<file path="src/rtl/modq3259_pkg.sv">
// Shared constants for arithmetic modulo q = 3259.
// Widths follow the worst-case bound of each datapath stage.
package modq3259_pkg;

    localparam int unsigned Q        = 3259;
    localparam int unsigned MU       = 5147;
    localparam int unsigned MU_SHIFT = 24;
    localparam int unsigned FOLD_C   = 837;

    localparam int unsigned W_COEF = 12;
    localparam int unsigned W_PROD = 24;
    localparam int unsigned W_FOLD = 22;
    localparam int unsigned W_RED  = 13;
    // f * MU peaks just above 2^34.
    localparam int unsigned W_MUP  = 35;
    localparam int unsigned W_QUOT = 11;

    typedef logic [W_COEF-1:0] coef_t;
    typedef logic [W_PROD-1:0] prod_t;
    typedef logic [W_FOLD-1:0] fold_t;
    typedef logic [W_RED-1:0]  red_t;

endpackage

</file>
<file path="src/rtl/modmul_pipe_3259_if.sv">
// Operand/result streaming channels of the mod-3259 multiplier.
interface modmul_pipe_3259_if
    import modq3259_pkg::*;
#(
    parameter int unsigned TAG_W = 4
);
    logic             in_valid;
    logic             in_ready;
    coef_t            in_a;
    coef_t            in_b;
    logic [TAG_W-1:0] in_tag;
    logic             out_valid;
    logic             out_ready;
    coef_t            out_r;
    logic [TAG_W-1:0] out_tag;

    modport master (
        output in_valid, in_a, in_b, in_tag, out_ready,
        input  in_ready, out_valid, out_r, out_tag
    );

    modport slave (
        input  in_valid, in_a, in_b, in_tag, out_ready,
        output in_ready, out_valid, out_r, out_tag
    );

endinterface

</file>
<file path="src/rtl/barrett_reduce_3259_core.sv">
// Combinational Barrett step: f < 2^22 -> r = f - floor(f*MU / 2^24)*q, with r < 2q.
module barrett_reduce_3259_core
    import modq3259_pkg::*;
(
    input  fold_t f_i,
    output red_t  r_o
);

    logic [W_MUP-1:0]  prod;
    logic [W_QUOT-1:0] t;
    fold_t             tq;

    assign prod = W_MUP'(f_i) * W_MUP'(MU);
    assign t    = W_QUOT'(prod >> MU_SHIFT);
    // t never exceeds floor(f/q), so the subtraction cannot wrap.
    assign tq   = W_FOLD'(t) * W_FOLD'(Q);
    assign r_o  = W_RED'(f_i - tq);

endmodule

</file>
<file path="src/rtl/modmul_pipe_3259.sv">
// Four-stage pipelined (a*b) mod 3259 with bubble-collapsing valid/ready flow control.
module modmul_pipe_3259
    import modq3259_pkg::*;
#(
    parameter int unsigned TAG_W = 4
) (
    input  logic               clk,
    input  logic               rst,
    modmul_pipe_3259_if.slave  bus,
    output logic               busy
);

    logic en1, en2, en3, en4;
    logic v1_q, v2_q, v3_q, v4_q;
    logic v1_d, v2_d, v3_d, v4_d;

    prod_t            p1_q, p1_d;
    fold_t            f2_q, f2_d;
    red_t             r3_q, r3_d;
    coef_t            o4_q, o4_d;
    logic [TAG_W-1:0] tag1_q, tag2_q, tag3_q, tag4_q;
    logic [TAG_W-1:0] tag1_d, tag2_d, tag3_d, tag4_d;

    red_t r3_calc;

    barrett_reduce_3259_core u_barrett (
        .f_i (f2_q),
        .r_o (r3_calc)
    );

    // Each stage may load if it is empty or the stage after it is moving.
    always_comb begin
        en4 = !v4_q || bus.out_ready;
        en3 = !v3_q || en4;
        en2 = !v2_q || en3;
        en1 = !v1_q || en2;
    end

    always_comb begin
        v1_d   = v1_q;
        v2_d   = v2_q;
        v3_d   = v3_q;
        v4_d   = v4_q;
        p1_d   = p1_q;
        f2_d   = f2_q;
        r3_d   = r3_q;
        o4_d   = o4_q;
        tag1_d = tag1_q;
        tag2_d = tag2_q;
        tag3_d = tag3_q;
        tag4_d = tag4_q;
        if (en1) begin
            v1_d   = bus.in_valid;
            p1_d   = W_PROD'(bus.in_a) * W_PROD'(bus.in_b);
            tag1_d = bus.in_tag;
        end
        if (en2) begin
            v2_d   = v1_q;
            f2_d   = W_FOLD'(p1_q[W_PROD-1:W_COEF]) * W_FOLD'(FOLD_C)
                   + W_FOLD'(p1_q[W_COEF-1:0]);
            tag2_d = tag1_q;
        end
        if (en3) begin
            v3_d   = v2_q;
            r3_d   = r3_calc;
            tag3_d = tag2_q;
        end
        if (en4) begin
            v4_d   = v3_q;
            o4_d   = (r3_q >= W_RED'(Q)) ? W_COEF'(r3_q - W_RED'(Q)) : W_COEF'(r3_q);
            tag4_d = tag3_q;
        end
    end

    always_ff @(posedge clk or posedge rst) begin
        if (rst) begin
            v1_q   <= 1'b0;
            v2_q   <= 1'b0;
            v3_q   <= 1'b0;
            v4_q   <= 1'b0;
            p1_q   <= '0;
            f2_q   <= '0;
            r3_q   <= '0;
            o4_q   <= '0;
            tag1_q <= '0;
            tag2_q <= '0;
            tag3_q <= '0;
            tag4_q <= '0;
        end else begin
            v1_q   <= v1_d;
            v2_q   <= v2_d;
            v3_q   <= v3_d;
            v4_q   <= v4_d;
            p1_q   <= p1_d;
            f2_q   <= f2_d;
            r3_q   <= r3_d;
            o4_q   <= o4_d;
            tag1_q <= tag1_d;
            tag2_q <= tag2_d;
            tag3_q <= tag3_d;
            tag4_q <= tag4_d;
        end
    end

    assign bus.in_ready  = en1;
    assign bus.out_valid = v4_q;
    assign bus.out_r     = o4_q;
    assign bus.out_tag   = tag4_q;
    assign busy          = v1_q | v2_q | v3_q | v4_q;

endmodule
</file>
<file path="src/flat_wrapper.sv">
// flat-port wrapper written by rule: the top's interface ports become plain ports
module modmul_pipe_3259_flat import modq3259_pkg::*;
#(
    parameter int unsigned TAG_W = 4
)
  (clk, rst, busy, bus_in_valid, bus_in_a, bus_in_b, bus_in_tag, bus_out_ready, bus_in_ready, bus_out_valid, bus_out_r, bus_out_tag);
  modmul_pipe_3259_if #(.TAG_W(TAG_W)) bus_i ();
  input  logic clk;
  input  logic rst;
  output logic busy;
  input wire logic [$bits(bus_i.in_valid)-1:0] bus_in_valid;
  input wire logic [$bits(bus_i.in_a)-1:0] bus_in_a;
  input wire logic [$bits(bus_i.in_b)-1:0] bus_in_b;
  input wire logic [$bits(bus_i.in_tag)-1:0] bus_in_tag;
  input wire logic [$bits(bus_i.out_ready)-1:0] bus_out_ready;
  output wire logic [$bits(bus_i.in_ready)-1:0] bus_in_ready;
  output wire logic [$bits(bus_i.out_valid)-1:0] bus_out_valid;
  output wire logic [$bits(bus_i.out_r)-1:0] bus_out_r;
  output wire logic [$bits(bus_i.out_tag)-1:0] bus_out_tag;
  assign bus_i.in_valid = bus_in_valid;
  assign bus_i.in_a = bus_in_a;
  assign bus_i.in_b = bus_in_b;
  assign bus_i.in_tag = bus_in_tag;
  assign bus_i.out_ready = bus_out_ready;
  assign bus_in_ready = bus_i.in_ready;
  assign bus_out_valid = bus_i.out_valid;
  assign bus_out_r = bus_i.out_r;
  assign bus_out_tag = bus_i.out_tag;
  modmul_pipe_3259 #(.TAG_W(TAG_W)) u_core (.clk(clk), .rst(rst), .bus(bus_i), .busy(busy));
endmodule
</file>
<file path="config.mk">
export PLATFORM = sky130hd
export DESIGN_NAME = modmul_pipe_3259_flat
export DESIGN_NICKNAME = d
export VERILOG_FILES = /design/src/rtl/modq3259_pkg.sv /design/src/rtl/modmul_pipe_3259_if.sv /design/src/rtl/barrett_reduce_3259_core.sv /design/src/rtl/modmul_pipe_3259.sv /design/src/flat_wrapper.sv
export SDC_FILE = /design/constraint.sdc
export NUM_CORES = 1
export LEC_CHECK = 0
export BUFFER_PORTS_ARGS = -buffer_cell sky130_fd_sc_hd__buf_2
export CORE_ASPECT_RATIO = 1.2
export CORE_UTILIZATION = 25
export DETAILED_ROUTE_END_ITERATION = 8
export PLACE_DENSITY = 0.4
export SLEW_MARGIN = 10
export SYNTH_ARGS = -nofsm -noshare
export SYNTH_HDL_FRONTEND = slang
export SYNTH_HIERARCHICAL = 1
export SYNTH_SLANG_ARGS = --single-unit
</file>
<file path="constraint.sdc">
create_clock -name clk -period 9.5 [get_ports clk]
set_clock_uncertainty 0.15 [all_clocks]
set_input_delay 0.475 -clock clk [delete_from_list [all_inputs] [get_ports clk]]
set_output_delay 0.475 -clock clk [all_outputs]
set_load 0.05 [all_outputs]
</file>
# ---- Word-level counts from Yosys, hierarchy flattened
# Index checks and enable logic that the tools add are counted.
# Widths: inputs -> output; s select.
dict set report totals {
  input_bits 32
  regBits 91
  wordCells 32
}
dict set report op_classes {
  mul 4
  muxes 1
  add_sub_neg 3
  reduce_logical 8
  n_bitwise 3
  magnitude_cmp 1
}
# cell count
set ops {}
lappend ops {{$mul 22x13->35 const B} 1}
lappend ops {{$mul 12x12->24} 1}
lappend ops {{$add 22x12->22} 1}
lappend ops {{$mul 12x10->22 const B} 1}
lappend ops {{$ge 13x12->1 const B} 1}
lappend ops {{$mul 11x12->13 const B} 1}
lappend ops {{$sub 13x13->13} 1}
lappend ops {{$mux 12} 1}
lappend ops {{$sub 12x12->12 const B} 1}
lappend ops {{$logic_not 1->1} 4}
lappend ops {{$logic_or 1x1->1} 4}
lappend ops {{$or 1x1->1} 3}

# ---- Longest topological paths before layout
# Gate-level depths: netlist of run 1.
dict set report depth {
  ltp_word 5
  depth_mapped 34
}

# ---- Hierarchy
# The synthesis of run 1 kept the hierarchy.
# mod cells_each instances area_per_inst_um2
set by_module_without_submodules {}
lappend by_module_without_submodules {modmul_pipe_3259 1240 1 11089.4}
lappend by_module_without_submodules {barrett_reduce_3259_core 691 1 6352.3}

# ---- Worst setup path before layout of run 1
# Ideal clock, no wire load.
dict set report synth_timing {
  path_kind {register to register}
  from {register u_core.f2_q[10]}
  to {register u_core.r3_q[12]}
  arrival_time_ns 8.373
  path_buffers 0
  path_stages_with_launch 32
  setup_slack_ns 0.852
  t_required_ns 9.225
  synth_period_minus_slack_ns 8.648
  cell_sequence {dfrtp_1 ha_1 ha_1 inv_1 fa_1 inv_1 fa_1 inv_1 fa_1 inv_1 ha_1 and4_4 and3_4 a221oi_2 a31oi_1 o21a_1 o21a_1 nor2_1 xor2_1 fa_1 fa_1 fa_1 fa_1 inv_1 fa_1 inv_1 ha_1 or2_2 a21oi_1 a31oi_1 xor2_1 mux2_2}
}
dict set report synth_between {
  elab_chain_cells 3
}
# element line_no
set synth_lines {}
lappend synth_lines {{from (decl)} modmul_pipe_3259.sv:18} ;# fold_t f2_q, f2_d;
lappend synth_lines {{from (signal assigned)} modmul_pipe_3259.sv:82} ;# f2_q <= '0;
lappend synth_lines {{from (signal assigned)} modmul_pipe_3259.sv:95} ;# f2_q <= f2_d;
lappend synth_lines {{$mul 22x13->35} barrett_reduce_3259_core.sv:13} ;# assign prod = W_MUP'(f_i) * W_MUP'(MU);
lappend synth_lines {{$mul 11x12->13} barrett_reduce_3259_core.sv:16} ;# assign tq = W_FOLD'(t) * W_FOLD'(Q);
lappend synth_lines {{$sub 13x13->13 (*)} barrett_reduce_3259_core.sv:17} ;# assign r_o = W_RED'(f_i - tq);
lappend synth_lines {{via u_core.r3_calc[12]} modmul_pipe_3259.sv:24} ;# red_t r3_calc;
lappend synth_lines {{to (signal assigned)} modmul_pipe_3259.sv:96} ;# r3_q <= r3_d;
lappend synth_lines {{to (decl)} modmul_pipe_3259.sv:19} ;# red_t r3_q, r3_d;
# Mark *: on every way through the listed nets, which the timed path passes. The rest lies on a longest branch.
# A chain may end at the register's enable or synchronous reset.

# ---- Final worst setup path of run 1
dict set report layout_timing {
  from {register u_core.f2_q[4]}
  to {register u_core.r3_q[12]}
}
# Same word-level chain as after synthesis.

==> results of run 1 <==
[sequential cells by signal (all words and copies together) (netlist names), 4 cells and up]
signal / flops
u_core/r3_q: 13
u_core/tag1_q: 4
u_core/f2_q: 22
u_core/tag3_q: 4
u_core/bus.out_r: 12
u_core/p1_q: 24
u_core/bus.out_tag: 4
u_core/tag2_q: 4
[layer usage]
metal	vias to the layer above	part of all wire (%)	GRT usage (%)
li1	6153	-	-
met1	5955	44	14.0
met2	90	53	23.3
met3	34	1.3	1.24
met4	0	1.7	3.45
met5	-	0	0
[area by class of cell]
type | count | area (µm²)
clock buffer | 10 | 239
clock inverter | 6 | 47.5
fill | 7395 | 49700
inverter | 474 | 1780
multi-input combinational | 1313 | 13200
sequential | 91 | 2280
tap | 909 | 1140
timing repair buffer | 63 | 350
[placed cells by master, fill, tap and decap left out, drive strengths merged, types with 6 or more instances in the layout]
| cell | netlist | final |
|---|---|---|
| mux2 | 24 | 24 |
| ha | 316 | 316 |
| o21a | 9 | 9 |
| nand3 | 28 | 28 |
| a211oi | 13 | 13 |
| nand2 | 193 | 193 |
| o21bai | 10 | 10 |
| o211ai | 7 | 7 |
| buf | 8 | 62 |
| nand4 | 17 | 17 |
| xnor2 | 45 | 45 |
| a21o | 30 | 30 |
| nor3 | 15 | 15 |
| a21oi | 64 | 64 |
| a31oi | 12 | 12 |
| fa | 230 | 230 |
| or3 | 9 | 9 |
| xor2 | 35 | 35 |
| inv | 474 | 476 |
| dfrtp | 91 | 91 |
| o31ai | 9 | 9 |
| o21ai | 45 | 45 |
| and3 | 15 | 15 |
| clkbuf | 45 | 10 |
| nor2b | 8 | 8 |
| and2 | 60 | 60 |
| or2 | 6 | 6 |
| nor2 | 58 | 58 |
[worst max-delay path, delay by kind of cell (launching register included)]
family / cells / cell delay (ns)
and+or+nand+nor: 2 / 0.47
muxes: 1 / 0.26
buffers and inverters: 6 / 0.29
xor gates and xnor gates: 2 / 0.34
AOI/OAI and AO/OA: 8 / 1.52
adders and majority gates: 12 / 5.40
DFF: 1 / 0.48
[final timing paths]
check | startpoint | endpoint | slack (ns)
setup / recovery | u_core/f2_q[4]$_DFFE_PP0P_ | u_core/r3_q[12]$_DFFE_PP0P_ | 0.45
hold reg to reg | u_core/tag1_q[1]$_DFFE_PP0P_ | u_core/tag1_q[1]$_DFFE_PP0P_ | 0.32
max in group asynchronous | rst | u_core/f2_q[11]$_DFFE_PP0P_ | 7.51
min in group asynchronous | rst | u_core/p1_q[5]$_DFFE_PP0P_ | 0.46
setup reg to reg | u_core/f2_q[4]$_DFFE_PP0P_ | u_core/r3_q[12]$_DFFE_PP0P_ | 0.45
hold / removal | bus_in_tag[2] | u_core/tag1_q[2]$_DFFE_PP0P_ | 0.14
[cell families after synthesis]
kind of cell	Yosys count	share of synthesized area [%]
xor+xnor	81	4.19
compound gates	234	8.99
mux	29	1.84
flops	91	13.1
buf+inv	527	11.4
fa+ha+maj	546	49.1
simple gates	423	11.5
[what timing repair did]
| action | 4_1_cts | 5_1_grt |
|---|---|---|
| endpoints found under the setup margin | 0 | 2 |
| resized for setup | 0 | 5 |
| hold buffers | 1 | 0 |
| endpoints found under the hold margin | 25 | 0 |
[metrics by stage]
step                      std cells  instance area, µm²
final                          2866               19000
after global routing           2866               19000
after CTS                      2866               19000
after detailed placement       2849               18700
after global placement         2849               18700
after floorplan                1931               17400
==> run_results.csv, run 1 <==
group,metric,value,unit
run_status,status,"completed",
clock_network,clk_pin_slew,0.07,ns
routing,vias,12200,
floorplanning,initial_core_util,25.4,%
global_route,antenna_found_initial,0,
yosys,netlist_area,17400,µm²
yosys,ys_seq_area_share,13.1,%
yosys,netlist_instances,1931,
routing,wl_per_cell,14.2,µm
critical_path,cp-start-kind,"flip-flop",
yosys,synth_edf_count,0,
floorplanning,die_area,70800,µm²
critical_path,arrival,9.16,ns
placement,port_buffers,50,
yosys,ys_types,69,
timing,hold_ws,0.139,ns
layout,fin_nets,2530,
clock_network,clkSinkCount,91,
layout,antennaDiodeCount,0,
yosys,synth_commonest_cells,"inv_1, ha_1, fa_1, nand2_1, dfrtp_1",
timing,fin_ws,0.453,ns
layout,area_delta_synth_final,9.10,%
routing,wl,40700,µm
routing,viasPerCell,4.27,
timing,fmax,111,MHz
routing,drc,0,
clock_network,root_buffer,"clkbuf_16",
timing,rsz0062_at_grt,"false",
floorplanning,die_w,243,µm
yosys,syn_nets,2509,
yosys,async_flop_share,100,%
floorplanning,rows,105,
global_route,grt_usage,12.1,%
critical_path,crit_type,"reg -> reg",
timing,period_needed,9.05,ns
clock_network,clock_latency,0.38,ns
placement,dpl.hpwl,35500,µm
yosys,yosysMostFrequentCell,"inv_1",
yosys,yosys-top-cells-area,"fa_1, ha_1, dfrtp_1",
critical_path,cpMostUsedCell,"fa_1",
timing,fin_setup_tns,0,ns
clock_network,numCtsBuffers,9,
hold_path,hold_path_depth,3,
layout,layout-drive-gt1-share,6.69,%
global_route,grt_pass1_wl,69200,µm
timing,final_hold_viol_count,0,
timing,worst_pin_slew,0.965,ns
timing,setup_viol_count_final,0,
yosys,synth_warnings,6,
global_route,grt_overflow_total,0,
placement,place_congestion,0.831,
yosys,avgSynthCellArea,9.03,µm²
floorplanning,ioPinCount,51,
clock_network,htreeDepth,3,
critical_path,slowest_stage,"fa_1",
routing,ant_nets,0,
critical_path,max_stage_delay,0.55,ns
yosys,ys.flop_type,"dfrtp_1",
critical_path,end_kind,"flip-flop",
timing,fin_crit_sh,95.2,%
layout,postLayoutCoreUtil,27.7,%
clock_network,cts_tree,"done",
hold_path,min_path_type,"in -> reg",
clock_network,cts_buffer_depth,2,
critical_path,r2r_cells,31,
job,maxCapViolCount,0,
clock_network,post_cts_buffers,0,
routing,first_iter_violations,268,
routing,first_pass_iters,5,
timing,slew_viol_final,0,
timing,relSlewSlack,35.6,%
yosys,yosysTopAreaCell,"fa_1",
floorplanning,die_h,291,µm
floorplanning,coreArea,68700,µm²
critical_path,cp_max_fo,6,
yosys,synth_top_area_share,26.4,%
global_route,grt_pass1_vias,13500,
placement,post-place-ws,0.272,ns
yosys,synth_seq_cells,91,
critical_path,worstPathRequired,9.61,ns
global_route,grt_max_degree,67,
Power of run 1 is left out: the tool's default activity adds up to more than one toggle a clock period on the data nets, which glitch-free logic cannot reach.
==> inputs of run 2 (changes only) <==
--- a/config.mk
+++ b/config.mk
@@ -6,10 +6,12 @@
 export NUM_CORES = 1
 export LEC_CHECK = 0
 export BUFFER_PORTS_ARGS = -buffer_cell sky130_fd_sc_hd__buf_2
+export CELL_PAD_IN_SITES_DETAIL_PLACEMENT = 0
+export CELL_PAD_IN_SITES_GLOBAL_PLACEMENT = 1
 export CORE_ASPECT_RATIO = 1.2
 export CORE_UTILIZATION = 25
 export DETAILED_ROUTE_END_ITERATION = 8
-export PLACE_DENSITY = 0.4
+export PLACE_DENSITY = 0.48
 export SLEW_MARGIN = 10
 export SYNTH_ARGS = -nofsm -noshare
 export SYNTH_HDL_FRONTEND = slang
==> run_results.csv, run 2 (synthesis results as in run 1) <==
group,metric,value,unit
layout,layout-drive-gt1-share,6.64,%
timing,slew_viol_final,0,
timing,period_needed,9.01,ns
placement,dpl.hpwl,36600,µm
run_status,status,"completed",
layout,postLayoutCoreUtil,27.7,%
routing,viasPerCell,4.29,
layout,antennaDiodeCount,0,
floorplanning,die_h,291,µm
critical_path,cp_max_fo,6,
timing,final_hold_viol_count,0,
layout,final_cell_mix,"inv_1, ha_1, fa_1, nand2_1, dfrtp_1",
timing,worst_pin_slew,0.933,ns
routing,vias,12300,
global_route,grt_pass1_vias,13500,
timing,fmax,111,MHz
routing,first_pass_iters,4,
hold_path,min_path_type,"in -> reg",
timing,setup_viol_count_final,0,
clock_network,htreeDepth,3,
critical_path,cp-start-kind,"flip-flop",
critical_path,slowest_stage,"fa_1",
clock_network,root_buffer,"clkbuf_16",
global_route,grt_pass1_wl,70700,µm
floorplanning,die_area,70800,µm²
floorplanning,initial_core_util,25.4,%
placement,place_congestion,0.812,
timing,fin_crit_sh,94.9,%
layout,final_common_cell,"inv_1",
clock_network,cts_tree,"done",
layout,largest_register_ffs,24,
routing,ant_nets,0,
clock_network,cts_buffer_depth,2,
critical_path,worstPathRequired,9.61,ns
layout,area_delta_synth_final,9.26,%
critical_path,max_stage_delay,0.56,ns
routing,drc,0,
floorplanning,ioPinCount,51,
placement,post-place-ws,0.377,ns
critical_path,arrival,9.12,ns
floorplanning,rows,105,
critical_path,crit_type,"reg -> reg",
routing,wl,42000,µm
global_route,grt_max_degree,55,
timing,relSlewSlack,37.7,%
clock_network,numCtsBuffers,9,
timing,fin_setup_tns,0,ns
timing,hold_ws,0.150,ns
layout,fin_nets,2532,
floorplanning,die_w,243,µm
global_route,antenna_found_initial,1,
clock_network,clkSinkCount,91,
global_route,grt_overflow_total,0,
layout,top_register,"u_core/p1_q",
timing,fin_ws,0.486,ns
routing,first_iter_violations,328,
layout,reg.largest.list,"u_core/p1_q (24), u_core/f2_q (22), u_core/r3_q (13)",
routing,wl_per_cell,14.7,µm
critical_path,end_kind,"flip-flop",
clock_network,clock_latency,0.38,ns
floorplanning,coreArea,68700,µm²
clock_network,clk_pin_slew,0.07,ns
critical_path,cpMostUsedCell,"fa_1",
global_route,grt_usage,12.5,%
placement,port_buffers,50,
job,maxCapViolCount,0,
[run 2: cell count changes in the layout (fill, tap and decap cells not counted), sizes merged]
cell / change
buf: +2
clkinvlp: -1
bufinv: +1
[run 2: area by class of cell]
| cell class | instances | area [µm²] |
|---|---|---|
| Multi-Input combinational cell | 1313 | 13200 |
| Sequential cell | 91 | 2280 |
| Fill cell | 7369 | 49700 |
| Timing Repair Buffer | 65 | 365 |
| Tap cell | 909 | 1140 |
| Inverter | 474 | 1780 |
| Clock inverter | 6 | 72.6 |
| Clock buffer | 10 | 229 |
[run 2: per-stage QoR]
| stage | instances | cell area [µm²] |
|---|---|---|
| 3_5_place_dp | 2851 | 18700 |
| 3_3_place_gp | 2851 | 18700 |
| 6_report | 2868 | 19100 |
| 5_1_grt | 2868 | 19100 |
| 2_1_floorplan | 1931 | 17400 |
| 4_1_cts | 2868 | 19000 |
[run 2: final timing paths]
kind,start,endpoint,slack [ns],cells after the start
setup reg to reg,u_core/f2_q[4]$_DFFE_PP0P_,u_core/r3_q[12]$_DFFE_PP0P_,0.49,31
min in group asynchronous,rst,u_core/v2_q$_DFFE_PP0P_,0.52,3
hold reg to reg,u_core/tag2_q[2]$_DFFE_PP0P_,u_core/tag2_q[2]$_DFFE_PP0P_,0.32,2
max in group asynchronous,rst,u_core/f2_q[4]$_DFFE_PP0P_,7.53,4
setup / recovery,u_core/f2_q[4]$_DFFE_PP0P_,u_core/r3_q[12]$_DFFE_PP0P_,0.49,31
hold / removal,bus_in_tag[0],u_core/tag1_q[0]$_DFFE_PP0P_,0.15,3
[run 2: critical path: cells and delay by family (launching register included)]
kind	cells	cell delay, ns
fa+ha+maj	12	5.37
compound gates	8	1.52
flops	1	0.48
simple gates	2	0.48
xor+xnor	2	0.33
buf+inv	6	0.30
mux	1	0.26
[run 2: layer usage]
layer  vias to the layer above  part of all wire [%]  wire [µm]  GRT usage, %
li1                       6152                     -          -             -
met1                      5988                    43      17900          14.5
met2                       120                    54      22700          23.9
met3                        50                   1.4        590          1.31
met4                         2                   2.0        832          3.44
met5                         -                 0.019          8             0
[run 2: repair_timing]
action                                  4_1_cts  5_1_grt
hold buffers                                  1        0
endpoints found under the setup margin        0        2
resized for setup                             0        3
endpoints found under the hold margin        37        0
buffers inserted                              0        0
Power of run 2 is left out for the same reason.
==> inputs of run 3 (changes only) <==
--- a/config.mk
+++ b/config.mk
@@ -9,6 +9,7 @@
 export CELL_PAD_IN_SITES_DETAIL_PLACEMENT = 0
 export CELL_PAD_IN_SITES_GLOBAL_PLACEMENT = 1
 export CORE_ASPECT_RATIO = 1.2
+export CORE_MARGIN = 2
 export CORE_UTILIZATION = 25
 export DETAILED_ROUTE_END_ITERATION = 8
 export PLACE_DENSITY = 0.48
==> constraint.sdc (replaced) <==
create_clock -name clk -period 11.04 [get_ports clk]
set_clock_uncertainty 0.15 [all_clocks]
set_input_delay 0.552 -clock clk [delete_from_list [all_inputs] [get_ports clk]]
set_output_delay 0.552 -clock clk [all_outputs]
set_load 0.05 [all_outputs]
==> run_results.csv, run 3 (synthesis results as in run 1) <==
group,metric,value,unit
timing,slew_viol_final,0,
clock_network,post_cts_buffers,0,
clock_network,numCtsBuffers,9,
clock_network,clock_latency,0.38,ns
critical_path,slowest_stage,"fa_1",
global_route,grt_pass1_wl,70400,µm
timing,relSlewSlack,37.1,%
clock_network,htreeDepth,3,
layout,regArea,2280,µm²
floorplanning,rows,106,
job,maxCapViolCount,0,
routing,ant_nets,0,
routing,first_iter_violations,305,
floorplanning,ioPinCount,51,
critical_path,worstPathRequired,11.15,ns
clock_network,cts_hold_buf,0,
timing,hold_ws,0.0577,ns
clock_network,cts_tree,"done",
floorplanning,coreArea,69400,µm²
critical_path,cp-start-kind,"flip-flop",
routing,viasPerCell,4.26,
clock_network,postCtsResizedCells,0,
layout,largest_register_ffs,24,
global_route,grt_max_degree,55,
layout,final_common_cell,"inv_1",
routing,first_pass_iters,5,
clock_network,cts_buffer_depth,2,
global_route,antenna_found_initial,0,
routing,vias,12200,
hold_path,min_path_type,"in -> async",
global_route,grt_usage,12.3,%
timing,period_needed,9.13,ns
layout,fin_nets,2525,
floorplanning,die_h,293,µm
clock_network,root_buffer,"clkbuf_16",
critical_path,crit_type,"reg -> reg",
layout,multiInputGateArea,13200,µm²
global_route,grt_overflow_total,0,
placement,dpl.hpwl,36400,µm
floorplanning,die_area,71900,µm²
critical_path,arrival,9.24,ns
routing,wl_per_cell,14.6,µm
routing,wl,41800,µm
layout,area_delta_synth_final,8.76,%
layout,top_register,"u_core/p1_q",
timing,fmax,110,MHz
layout,antennaDiodeCount,0,
layout,reg.largest.list,"u_core/p1_q (24), u_core/f2_q (22), u_core/r3_q (13)",
layout,layout-drive-gt1-share,6.15,%
routing,drc,0,
critical_path,cp_max_fo,6,
layout,final_area,19000,µm²
floorplanning,die_w,245,µm
clock_network,clk_pin_slew,0.07,ns
timing,rsz0062_at_grt,"false",
timing,setup_viol_count_final,0,
timing,fin_crit_sh,82.7,%
floorplanning,initial_core_util,25.1,%
timing,fin_setup_tns,0,ns
timing,worst_pin_slew,0.943,ns
clock_network,clkSinkCount,91,
run_status,status,"completed",
global_route,grt_pass1_vias,13600,
layout,postLayoutCoreUtil,27.3,%
critical_path,max_stage_delay,0.56,ns
timing,final_hold_viol_count,0,
layout,fill_cells,7493,
placement,place_congestion,0.799,
critical_path,cpMostUsedCell,"fa_1",
placement,port_buffers,50,
critical_path,end_kind,"flip-flop",
placement,dpl_cell_area,18700,µm²
layout,final_cell_mix,"inv_1, ha_1, fa_1, nand2_1, dfrtp_1",
[run 3: worst max-delay path: cells and delay by family (launching register included)]
kind,cells,cell delay (ns)
adder cells (fa/ha/maj),12,5.42
AO/OA/AOI/OAI,8,1.50
flip-flops,1,0.51
AND/OR/NAND/NOR,2,0.47
XOR/XNOR,2,0.39
buffers and inverters,6,0.31
multiplexers,1,0.26
[run 3: path summary, 6_finish.rpt]
check / start / endpoint / slack (ns) / cells after the start
min in group clk: bus_in_tag[2] / u_core/tag1_q[2]$_DFFE_PP0P_ / 0.21 / 3
worst max-delay path: u_core/f2_q[4]$_DFFE_PP0P_ / u_core/r3_q[12]$_DFFE_PP0P_ / 1.91 / 31
worst min-delay path: rst / u_core/bus.out_r[1]$_DFFE_PP0P_ / 0.06 / 2
worst max register to register: u_core/f2_q[4]$_DFFE_PP0P_ / u_core/r3_q[12]$_DFFE_PP0P_ / 1.91 / 31
max in group asynchronous: rst / u_core/p1_q[18]$_DFFE_PP0P_ / 9.57 / 3
worst min register to register: u_core/tag2_q[0]$_DFFE_PP0P_ / u_core/tag2_q[0]$_DFFE_PP0P_ / 0.32 / 2
[run 3: area by class of cell]
type / count / share of cell area [%]
Multi-Input combinational cell: 1313 / 69.5
Sequential cell: 91 / 12.0
Inverter: 474 / 9.39
Tap cell: 918 / 6.06
Timing Repair Buffer: 58 / 1.64
Clock buffer: 10 / 1.21
Clock inverter: 5 / 0.211
[run 3: metrics by stage]
| step | instances | setup WS [ns] |
|---|---|---|
| 3_3_place_gp | 2854 | 1.91 |
| 3_5_place_dp | 2854 | 1.85 |
| 5_1_grt | 2869 | 1.45 |
| 4_1_cts | 2869 | 1.84 |
| 2_1_floorplan | 1931 | 2.39 |
| 6_report | 2869 | 1.91 |
[run 3: metal layers]
layer  track usage, %  wire [µm]  vias to the layer above
met5                0          0                        -
met4             2.80        525                        0
met3             1.33        656                       28
met2             24.0      23000                       78
met1             14.1      17500                     5978
li1                 -          -                     6130
Power of run 3 is left out for the same reason.
